<file path="src/rtl/mem_arbiter_if.sv">
// Bundle of the requester-side (IF/MEM stage) and RAM-side signals of the
// memory arbiter. The arbiter uses the slave modport; the environment
// (requesters plus RAM) uses the master modport.
interface mem_arbiter_if #(
   parameter int WORD_W = 32,
   parameter int ADDR_W = 32
);
   // instruction requester
   logic              iREN;
   logic [ADDR_W-1:0] iaddr;
   logic              ihit;
   logic [WORD_W-1:0] iload;
   // data requester
   logic              dREN;
   logic              dWEN;
   logic [ADDR_W-1:0] daddr;
   logic [WORD_W-1:0] dstore;
   logic              dhit;
   logic [WORD_W-1:0] dload;
   // RAM port
   logic              ramREN;
   logic              ramWEN;
   logic [ADDR_W-1:0] ramaddr;
   logic [WORD_W-1:0] ramstore;
   logic [WORD_W-1:0] ramload;
   logic [1:0]        ramstate;
   // status
   logic              err;

   modport slave (
      input  iREN, iaddr, dREN, dWEN, daddr, dstore, ramload, ramstate,
      output ihit, iload, dhit, dload, ramREN, ramWEN, ramaddr, ramstore, err
   );

   modport master (
      output iREN, iaddr, dREN, dWEN, daddr, dstore, ramload, ramstate,
      input  ihit, iload, dhit, dload, ramREN, ramWEN, ramaddr, ramstore, err
   );
endinterface

</file>
<file path="src/rtl/mem_arbiter.sv">
// mem_arbiter: shares one single-ported RAM between the instruction-fetch
// and data requesters. One request is latched at a time and driven to the
// RAM until it reports ACCESS; completion is signalled by a one-cycle
// ihit/dhit pulse. Data has priority, but after MAX_DATA_STREAK consecutive
// data grants with a fetch waiting, the fetch is forced through.
module mem_arbiter #(
   parameter int WORD_W          = 32,
   parameter int ADDR_W          = 32,
   parameter int MAX_DATA_STREAK = 4
) (
   input  logic         CLK,
   input  logic         RST,
   mem_arbiter_if.slave bus
);
   localparam logic [1:0] RAM_ACCESS = 2'd2;
   localparam logic [1:0] RAM_ERROR  = 2'd3;
   localparam logic [3:0] STREAK_MAX = 4'(MAX_DATA_STREAK);

   typedef enum logic [1:0] {IDLE, IACC, DACC, RESP} state_t;

   state_t            state_q,  state_d;
   logic [ADDR_W-1:0] addr_q,   addr_d;
   logic [WORD_W-1:0] store_q,  store_d;
   logic              wr_q,     wr_d;
   logic [3:0]        streak_q, streak_d;
   logic              ihit_q,   ihit_d;
   logic              dhit_q,   dhit_d;
   logic [WORD_W-1:0] iload_q,  iload_d;
   logic [WORD_W-1:0] dload_q,  dload_d;
   logic              err_q,    err_d;

   logic dreq;
   logic force_fetch;

   assign dreq        = bus.dREN | bus.dWEN;
   assign force_fetch = bus.iREN & (streak_q == STREAK_MAX);

   // Next-state logic: grant in IDLE, wait for ACCESS, one RESP cycle for the hit pulse.
   always_comb begin
      state_d  = state_q;
      addr_d   = addr_q;
      store_d  = store_q;
      wr_d     = wr_q;
      streak_d = streak_q;
      ihit_d   = 1'b0;
      dhit_d   = 1'b0;
      iload_d  = iload_q;
      dload_d  = dload_q;
      err_d    = err_q;
      case (state_q)
         IDLE: begin
            if (dreq && !force_fetch) begin
               state_d = DACC;
               addr_d  = bus.daddr;
               store_d = bus.dstore;
               // a simultaneous read+write is a requester bug: do the write, flag it
               wr_d    = bus.dWEN;
               if (bus.dREN && bus.dWEN) begin
                  err_d = 1'b1;
               end
               // the streak only counts data grants that made a fetch wait
               if (bus.iREN) begin
                  streak_d = (streak_q == STREAK_MAX) ? STREAK_MAX : streak_q + 4'd1;
               end else begin
                  streak_d = '0;
               end
            end else if (bus.iREN) begin
               state_d  = IACC;
               addr_d   = bus.iaddr;
               streak_d = '0;
            end
         end
         IACC: begin
            if (bus.ramstate == RAM_ACCESS) begin
               iload_d = bus.ramload;
               ihit_d  = 1'b1;
               state_d = RESP;
            end else if (bus.ramstate == RAM_ERROR) begin
               // keep strobing; the RAM is expected to retry the access
               err_d = 1'b1;
            end
         end
         DACC: begin
            if (bus.ramstate == RAM_ACCESS) begin
               if (!wr_q) begin
                  dload_d = bus.ramload;
               end
               dhit_d  = 1'b1;
               state_d = RESP;
            end else if (bus.ramstate == RAM_ERROR) begin
               err_d = 1'b1;
            end
         end
         RESP: begin
            // requests are deliberately not sampled here so the requester
            // has one edge to drop or change its request after the hit
            state_d = IDLE;
         end
         default: begin
            state_d = IDLE;
         end
      endcase
   end

   // State and latched-request registers; reset abandons any access in flight.
   always_ff @(posedge CLK) begin
      if (RST) begin
         state_q  <= IDLE;
         addr_q   <= '0;
         store_q  <= '0;
         wr_q     <= 1'b0;
         streak_q <= '0;
         ihit_q   <= 1'b0;
         dhit_q   <= 1'b0;
         iload_q  <= '0;
         dload_q  <= '0;
         err_q    <= 1'b0;
      end else begin
         state_q  <= state_d;
         addr_q   <= addr_d;
         store_q  <= store_d;
         wr_q     <= wr_d;
         streak_q <= streak_d;
         ihit_q   <= ihit_d;
         dhit_q   <= dhit_d;
         iload_q  <= iload_d;
         dload_q  <= dload_d;
         err_q    <= err_d;
      end
   end

   // RAM strobes are decoded from state; address/data hold their last latched values.
   assign bus.ramREN   = (state_q == IACC) | ((state_q == DACC) & ~wr_q);
   assign bus.ramWEN   = (state_q == DACC) & wr_q;
   assign bus.ramaddr  = addr_q;
   assign bus.ramstore = store_q;

   assign bus.ihit  = ihit_q;
   assign bus.dhit  = dhit_q;
   assign bus.iload = iload_q;
   assign bus.dload = dload_q;
   assign bus.err   = err_q;
endmodule

</file>
<file path="src/flat_wrapper.sv">
// flat-port wrapper written by rule: the top's interface ports become plain ports
module mem_arbiter_flat 
#(
   parameter int WORD_W          = 32,
   parameter int ADDR_W          = 32,
   parameter int MAX_DATA_STREAK = 4
)
  (CLK, RST, bus_iREN, bus_iaddr, bus_dREN, bus_dWEN, bus_daddr, bus_dstore, bus_ramload, bus_ramstate, bus_ihit, bus_iload, bus_dhit, bus_dload, bus_ramREN, bus_ramWEN, bus_ramaddr, bus_ramstore, bus_err);
  mem_arbiter_if #(.WORD_W(WORD_W), .ADDR_W(ADDR_W)) bus_i ();
  input  logic CLK;
  input  logic RST;
  input wire logic [$bits(bus_i.iREN)-1:0] bus_iREN;
  input wire logic [$bits(bus_i.iaddr)-1:0] bus_iaddr;
  input wire logic [$bits(bus_i.dREN)-1:0] bus_dREN;
  input wire logic [$bits(bus_i.dWEN)-1:0] bus_dWEN;
  input wire logic [$bits(bus_i.daddr)-1:0] bus_daddr;
  input wire logic [$bits(bus_i.dstore)-1:0] bus_dstore;
  input wire logic [$bits(bus_i.ramload)-1:0] bus_ramload;
  input wire logic [$bits(bus_i.ramstate)-1:0] bus_ramstate;
  output wire logic [$bits(bus_i.ihit)-1:0] bus_ihit;
  output wire logic [$bits(bus_i.iload)-1:0] bus_iload;
  output wire logic [$bits(bus_i.dhit)-1:0] bus_dhit;
  output wire logic [$bits(bus_i.dload)-1:0] bus_dload;
  output wire logic [$bits(bus_i.ramREN)-1:0] bus_ramREN;
  output wire logic [$bits(bus_i.ramWEN)-1:0] bus_ramWEN;
  output wire logic [$bits(bus_i.ramaddr)-1:0] bus_ramaddr;
  output wire logic [$bits(bus_i.ramstore)-1:0] bus_ramstore;
  output wire logic [$bits(bus_i.err)-1:0] bus_err;
  assign bus_i.iREN = bus_iREN;
  assign bus_i.iaddr = bus_iaddr;
  assign bus_i.dREN = bus_dREN;
  assign bus_i.dWEN = bus_dWEN;
  assign bus_i.daddr = bus_daddr;
  assign bus_i.dstore = bus_dstore;
  assign bus_i.ramload = bus_ramload;
  assign bus_i.ramstate = bus_ramstate;
  assign bus_ihit = bus_i.ihit;
  assign bus_iload = bus_i.iload;
  assign bus_dhit = bus_i.dhit;
  assign bus_dload = bus_i.dload;
  assign bus_ramREN = bus_i.ramREN;
  assign bus_ramWEN = bus_i.ramWEN;
  assign bus_ramaddr = bus_i.ramaddr;
  assign bus_ramstore = bus_i.ramstore;
  assign bus_err = bus_i.err;
  mem_arbiter #(.WORD_W(WORD_W), .ADDR_W(ADDR_W), .MAX_DATA_STREAK(MAX_DATA_STREAK)) u_core (.CLK(CLK), .RST(RST), .bus(bus_i));
endmodule
</file>
<file path="config.mk">
export PLATFORM = sky130hd
export DESIGN_NAME = mem_arbiter_flat
export DESIGN_NICKNAME = d
export VERILOG_FILES = /design/src/rtl/mem_arbiter_if.sv /design/src/rtl/mem_arbiter.sv /design/src/flat_wrapper.sv
export SDC_FILE = /design/constraint.sdc
export NUM_CORES = 1
export LEC_CHECK = 0
export ABC_CLOCK_PERIOD_IN_PS = 1700
export BUFFER_PORTS_ARGS = -buffer_cell sky130_fd_sc_hd__buf_2
export CELL_PAD_IN_SITES_DETAIL_PLACEMENT = 0
export CELL_PAD_IN_SITES_GLOBAL_PLACEMENT = 1
export CORE_MARGIN = 2
export CORE_UTILIZATION = 25
export CTS_CLUSTER_SIZE = 8
export DETAILED_ROUTE_END_ITERATION = 10
export GPL_TIMING_DRIVEN = 0
export PLACE_DENSITY_LB_ADDON = 0.12
export REMOVE_ABC_BUFFERS = 1
export SYNTH_ARGS = -nofsm -noshare
export SYNTH_HDL_FRONTEND = slang
export SYNTH_SLANG_ARGS = --single-unit
</file>
<file path="constraint.sdc">
create_clock -name CLK -period 1.7 [get_ports CLK]
set_input_delay 0.17 -clock CLK [delete_from_list [all_inputs] [get_ports CLK]]
set_output_delay 0.17 -clock CLK [all_outputs]
set_load 0.05 [all_outputs]
</file>
# Word level (Yosys, flattened, before mapping)
# Index checks and enable logic that the tools add are counted.
# W data, S select, Z words.
# word_totals
reg_bits,138
in_bits,135
out_inout_bits,133
word_cells,62
# op_classes
addsub,1
n_eq_ne,12
n_mux,16
bitwise_logic,8
n_reduce_logical,15
# op_table
cell,count
$mux W32,2
$mux W4,4
$eq A2 B2 Y1 const B,4
$ne A2 B1 Y1 const B,4
$reduce_and A2 Y1,4
$mux W2,3
$pmux W2 S3,1
$reduce_or A2 Y1,3
$mux W1,5
$reduce_and A5 Y1,1
$add A4 B1 Y4 const B,1
$eq A4 B3 Y1 const B,1
$reduce_bool A2 Y1,2
$and A1 B1 Y1,3
$ne A3 B2 Y1 const B,1
$not A1 Y1,3
$reduce_and A3 Y1,1
$eq A2 B1 Y1 const B,1
$logic_and A1 B1 Y1,2
$logic_not A2 Y1,1
$ne A2 B2 Y1 const B,1
$or A1 B1 Y1,2
$pmux W1 S2,1
$logic_not A1 Y1,1

# Longest topological paths before layout
# logic_depth
ltp_word,6
depth_mapped,7
depth_no_buf,5

# Worst setup path before layout
# No wires, ideal clock.
# synth_path
path_kind,register -> register
start,register u_core.streak_q[0]
end,register u_core.store_q[12] (netlist: u_core.bus.ramstore[12])
setup_time_ns,0.132
arrival_ns,1.417
required_time_ns,1.568
path_slack_ns,0.151
stages_incl_launch_ff,8
path_buffers,2
period_less_slack_ns,1.549
path_cell_list,dfxtp_1 -> inv_1 -> ha_1 -> and4b_1 -> buf_4 -> buf_4 -> o31ai_1 -> a21oi_1
# synth_via
elab_chain_cells,5
# synth_rtl
element,line_no,rtl
from (decl),mem_arbiter.sv:25,"logic [3:0] streak_q, streak_d;"
from (signal assigned),mem_arbiter.sv:123,streak_q <= streak_d;
$eq A4 B3 Y1,mem_arbiter.sv:36,assign force_fetch = bus.iREN & (streak_q == STREAK_MAX);
$and A1 B1 Y1,mem_arbiter.sv:36,
$logic_not A1 Y1,mem_arbiter.sv:52,if (dreq && !force_fetch) begin
$logic_and A1 B1 Y1,mem_arbiter.sv:52,
$reduce_and A2 Y1 (no line),-,
to (signal assigned),mem_arbiter.sv:121,store_q <= store_d;
to (decl),mem_arbiter.sv:23,"logic [WORD_W-1:0] store_q, store_d;"
# Every way passes these cells.
# A chain may end at the register's enable or synchronous reset.

# Worst setup path after layout
# layout_path
start,register u_core.streak_q[1]
end,register u_core.addr_q[30] (netlist: u_core.bus.ramaddr[30])
# layout_via
elab_chain_cells,6
word_cells_on_any_way,7
cone_classes,eq/ne (1); mux (1); bitwise (1); reduce/logical (4)
# layout_rtl
element,line_no,rtl
$eq A4 B3 Y1 (*),mem_arbiter.sv:36,
$and A1 B1 Y1 (*),mem_arbiter.sv:36,
$logic_not A1 Y1 (*),mem_arbiter.sv:52,
$logic_and A1 B1 Y1 (*),mem_arbiter.sv:52,
$reduce_bool A2 Y1 (no line),-,
$reduce_and A2 Y1 (no line),-,
to (signal assigned),mem_arbiter.sv:120,addr_q <= addr_d;
to (decl),mem_arbiter.sv:22,"logic [ADDR_W-1:0] addr_q, addr_d;"
# Every way passes the cells marked *; elsewhere a longest branch is shown, timed or not.

==> impl_metrics.env <==
export IMPL_die_area_um2=24520
export IMPL_synth_top_cell_by_area="dfxtp_1"
export IMPL_layout_commonest_cell="buf_2"
export IMPL_p_switching_mw=6.242
export IMPL_p_total_mw=14.07
export IMPL_gr_total_overflow=0
export IMPL_clkPwrFrac_pct=26.5
export IMPL_cts_tree="built"
export IMPL_p_leak_nw=3.977
export IMPL_rows=55
export IMPL_clk_path_buf_depth=2
export IMPL_max_slew_worst_pin_slew_ns=0.5741
export IMPL_cpPeakStageDelay_ns=0.41
export IMPL_fill_cells=2352
export IMPL_slowest_stage="dfxtp_1"
export IMPL_p_seq_share_pct=29.8
export IMPL_place_congestion=0.6852
export IMPL_period_minus_slack_ns=1.624
export IMPL_postRouteAntennaNets=0
export IMPL_path_buf_inv=3
export IMPL_antenna_found_initial=3
export IMPL_yosys_most_used_dff="dfxtp_1"
export IMPL_cts_sinks=138
export IMPL_synthXorXnorAreaFrac_pct=0
export IMPL_cts_root_buf="clkbuf_16"
export IMPL_path_cells="inv_2 > ha_4 > nand4b_1 > buf_16 > buf_12 > nand3_2 > a311oi_2"
export IMPL_dpl_hpwl_um=13660
export IMPL_post_route_util_pct=40.07
export IMPL_syn_area_um2=5821
export IMPL_final_hold_violation_count=0
export IMPL_dr_pass1_iters=5
export IMPL_syn2layout_area_growth_pct=56.81
export IMPL_synthSimpleGateAreaFrac_pct=19.35
export IMPL_clk_latency_ns=0.43
export IMPL_rsz0062_at_grt="no"
export IMPL_regArea_um2=2766
export IMPL_fp_dieW_um=156.6
export IMPL_fin_skew_ns=0.01631
export IMPL_ir_drop_v=0.0005491
export IMPL_die_y_um=156.6
export IMPL_postSynthCellCount=687
export IMPL_synthArstFlopShare_pct=0
export IMPL_yosys_area_share_adder_pct=1.290
export IMPL_setup_tns_ns=0
export IMPL_status="completed"
export IMPL_cp_top_family="flip-flops"
export IMPL_fmax_mhz=615.7
export IMPL_clk_pin_slew_worst_paths_ns=0.07
export IMPL_synth_compound_area_share_pct=25.09
export IMPL_post_drt_wl_per_cell_um=16.71
export IMPL_cp_start_kind="flop"
export IMPL_yosysSeqAreaShare_pct=47.46
export IMPL_synthMuxAreaShare_pct=0
export IMPL_required_ns=2.04
export IMPL_grt_max_degree=78
export IMPL_synth_edf_count=0
export IMPL_crit_fanout=19
export IMPL_synth_top_cell_area_share_pct=47.46
export IMPL_worstSetupPathType="reg2reg"
export IMPL_multi_input_area_um2=2778
export IMPL_route_detailed_drc=0
export IMPL_layout_common_cells="264 x buf_2, 135 x dfxtp_1, 131 x nand2_1"
export IMPL_via_per_inst=4.748
export IMPL_cp_arrival_ns=1.97
export IMPL_synth_area_leaders="dfxtp_1 47%, a21oi_1 8.6%, nand2_1 8.4%, a311oi_2 5.2%, o31ai_1 4.4%"
export IMPL_numPortBuffers=267
export IMPL_power_share_combinational_pct=43.8
export IMPL_fin_crit_sh_pct=95.54
export IMPL_wl_um=22260
export IMPL_synth_warning_count=0
export IMPL_intPower_mw=7.831
export IMPL_cp_end_kind="flop"
export IMPL_hp_class="in2reg"
export IMPL_drv_cap=0
export IMPL_powerDensity_nw_per_um2=1542
export IMPL_setup_ws_ns=0.07575
export IMPL_syn_area_per_cell_um2=8.472
export IMPL_synth_seq_cells=138
export IMPL_final_layout_size_suffix_gt1_share_pct=37.52
export IMPL_grt_pass1_wl_um=33700
export IMPL_whs_ns=0.02002
export IMPL_h_tree_depth=4
export IMPL_slew_headroom_pct=61.64
export IMPL_grt_pass1_vias=6052
export IMPL_start_util_pct=25.55
export IMPL_ios=268
export IMPL_grt_use_total_pct=17.48
export IMPL_cts_buffers=17
export IMPL_final_nets=1146
export IMPL_yosysUniqueCellTypes=43
export IMPL_vias=6324
export IMPL_switching_share_pct=44.35
export IMPL_synth_top_family_by_area="compound AO/OA/AOI/OAI gates"
export IMPL_pre_cts_ws_ns=-1.007
export IMPL_final_max_slew_viol_count=0
export IMPL_drt_iter0_drc=273
export IMPL_setup_violations=0
export IMPL_coreArea_um2=22780
[cells by family (layout without fill, tap and decap cells)]
| family | Yosys count | count (layout) |
|---|---|---|
| buffers and inverters | 81 | 411 |
| flip-flops | 138 | 138 |
| AND/OR/NAND/NOR | 250 | 250 |
| adder cells (fa/ha/maj) | 6 | 6 |
| other | 0 | 1 |
| AO/OA/AOI/OAI | 212 | 213 |
[power by group through the flow]
stage          registers (mW)  logic, mW  clock network [mW]
5_1_grt                  4.26       6.61                3.99
6_report                 4.19       6.16                3.73
4_1_cts                  4.18       6.09                3.86
3_5_place_dp             4.23       5.53                   0
2_1_floorplan            6.23       1.91                   0
3_3_place_gp             4.09       4.78                   0
[per-layer routing]
| layer | global-route usage (%) | wire length, um |
|---|---|---|
| met5 | 0 | 27 |
| met4 | 5.286 | 267 |
| met3 | 6.148 | 1796 |
| met2 | 28.07 | 10250 |
| met1 | 22.06 | 9912 |
[cell usage after synthesis (2+ instances only)]
cell,number
dfxtp_1,138
nand2_1,131
a21oi_1,100
nand3_1,36
clkbuf_1,35
nor2_1,35
o31ai_1,34
nand4_1,33
buf_2,23
o21ai_0,23
a311oi_2,20
a311oi_1,13
buf_4,9
inv_1,7
o21ai_2,7
ha_1,6
buf_6,4
nand3b_1,4
o21ai_1,3
a221oi_1,2
buf_1,2
[state kept, by name, summed over array words and instances (netlist names)]
register and count:
u_core.bus.dhit 1, u_core.bus.ramaddr 32, u_core.bus.err 1, u_core.streak_q 4, u_core.bus.dload 32, u_core.bus.ihit 1, u_core.wr_q 1, u_core.state_q 2
u_core.bus.ramstore 32, u_core.bus.iload 32
[tightest hold or removal path: cells and delay by family]
family / cells / cell delay (ns)
compound gates: 2 / 0.14
buf+inv: 1 / 0.09
[what timing repair did]
item | in CTS | in global routing
setup buffers | 12 | 5
pin swaps | 1 | 4
hold buffers | 70 | 0
cloned | 1 | 3
hold endpoints to repair | 100 | 0
setup endpoints to repair | 139 | 45
gates resized for setup | 14 | 13
[layout make-up]
class,instances,area share [%]
Antenna cell,1,0.02742
Clock buffer,17,4.661
Clock inverter,15,1.700
Inverter,8,0.3838
Multi-Input combinational cell,469,30.43
Sequential cell,138,30.31
Tap cell,313,4.291
Timing Repair Buffer,371,28.20
[worst paths after layout]
kind | start | end | slack (ns) | depth (start not counted)
setup / recovery | u_core.streak_q[1] | u_core.bus.ramaddr[30] | 0.08 | 7
hold / removal | bus_iaddr[11] | u_core.bus.ramaddr[11] | 0.02 | 3
setup reg to reg | u_core.streak_q[1] | u_core.bus.ramaddr[30] | 0.08 | 7
hold reg to reg | u_core.bus.iload[21] | u_core.bus.iload[21] | 0.45 | 2
[per-stage QoR]
stage,std cells,instance area [um2]
2_1_floorplan,614,5454
3_3_place_gp,1194,7182
3_5_place_dp,1208,7501
4_1_cts,1323,8972
5_1_grt,1332,9128
6_report,1332,9128
No activity file was read; power rests on OpenSTA's default activity.
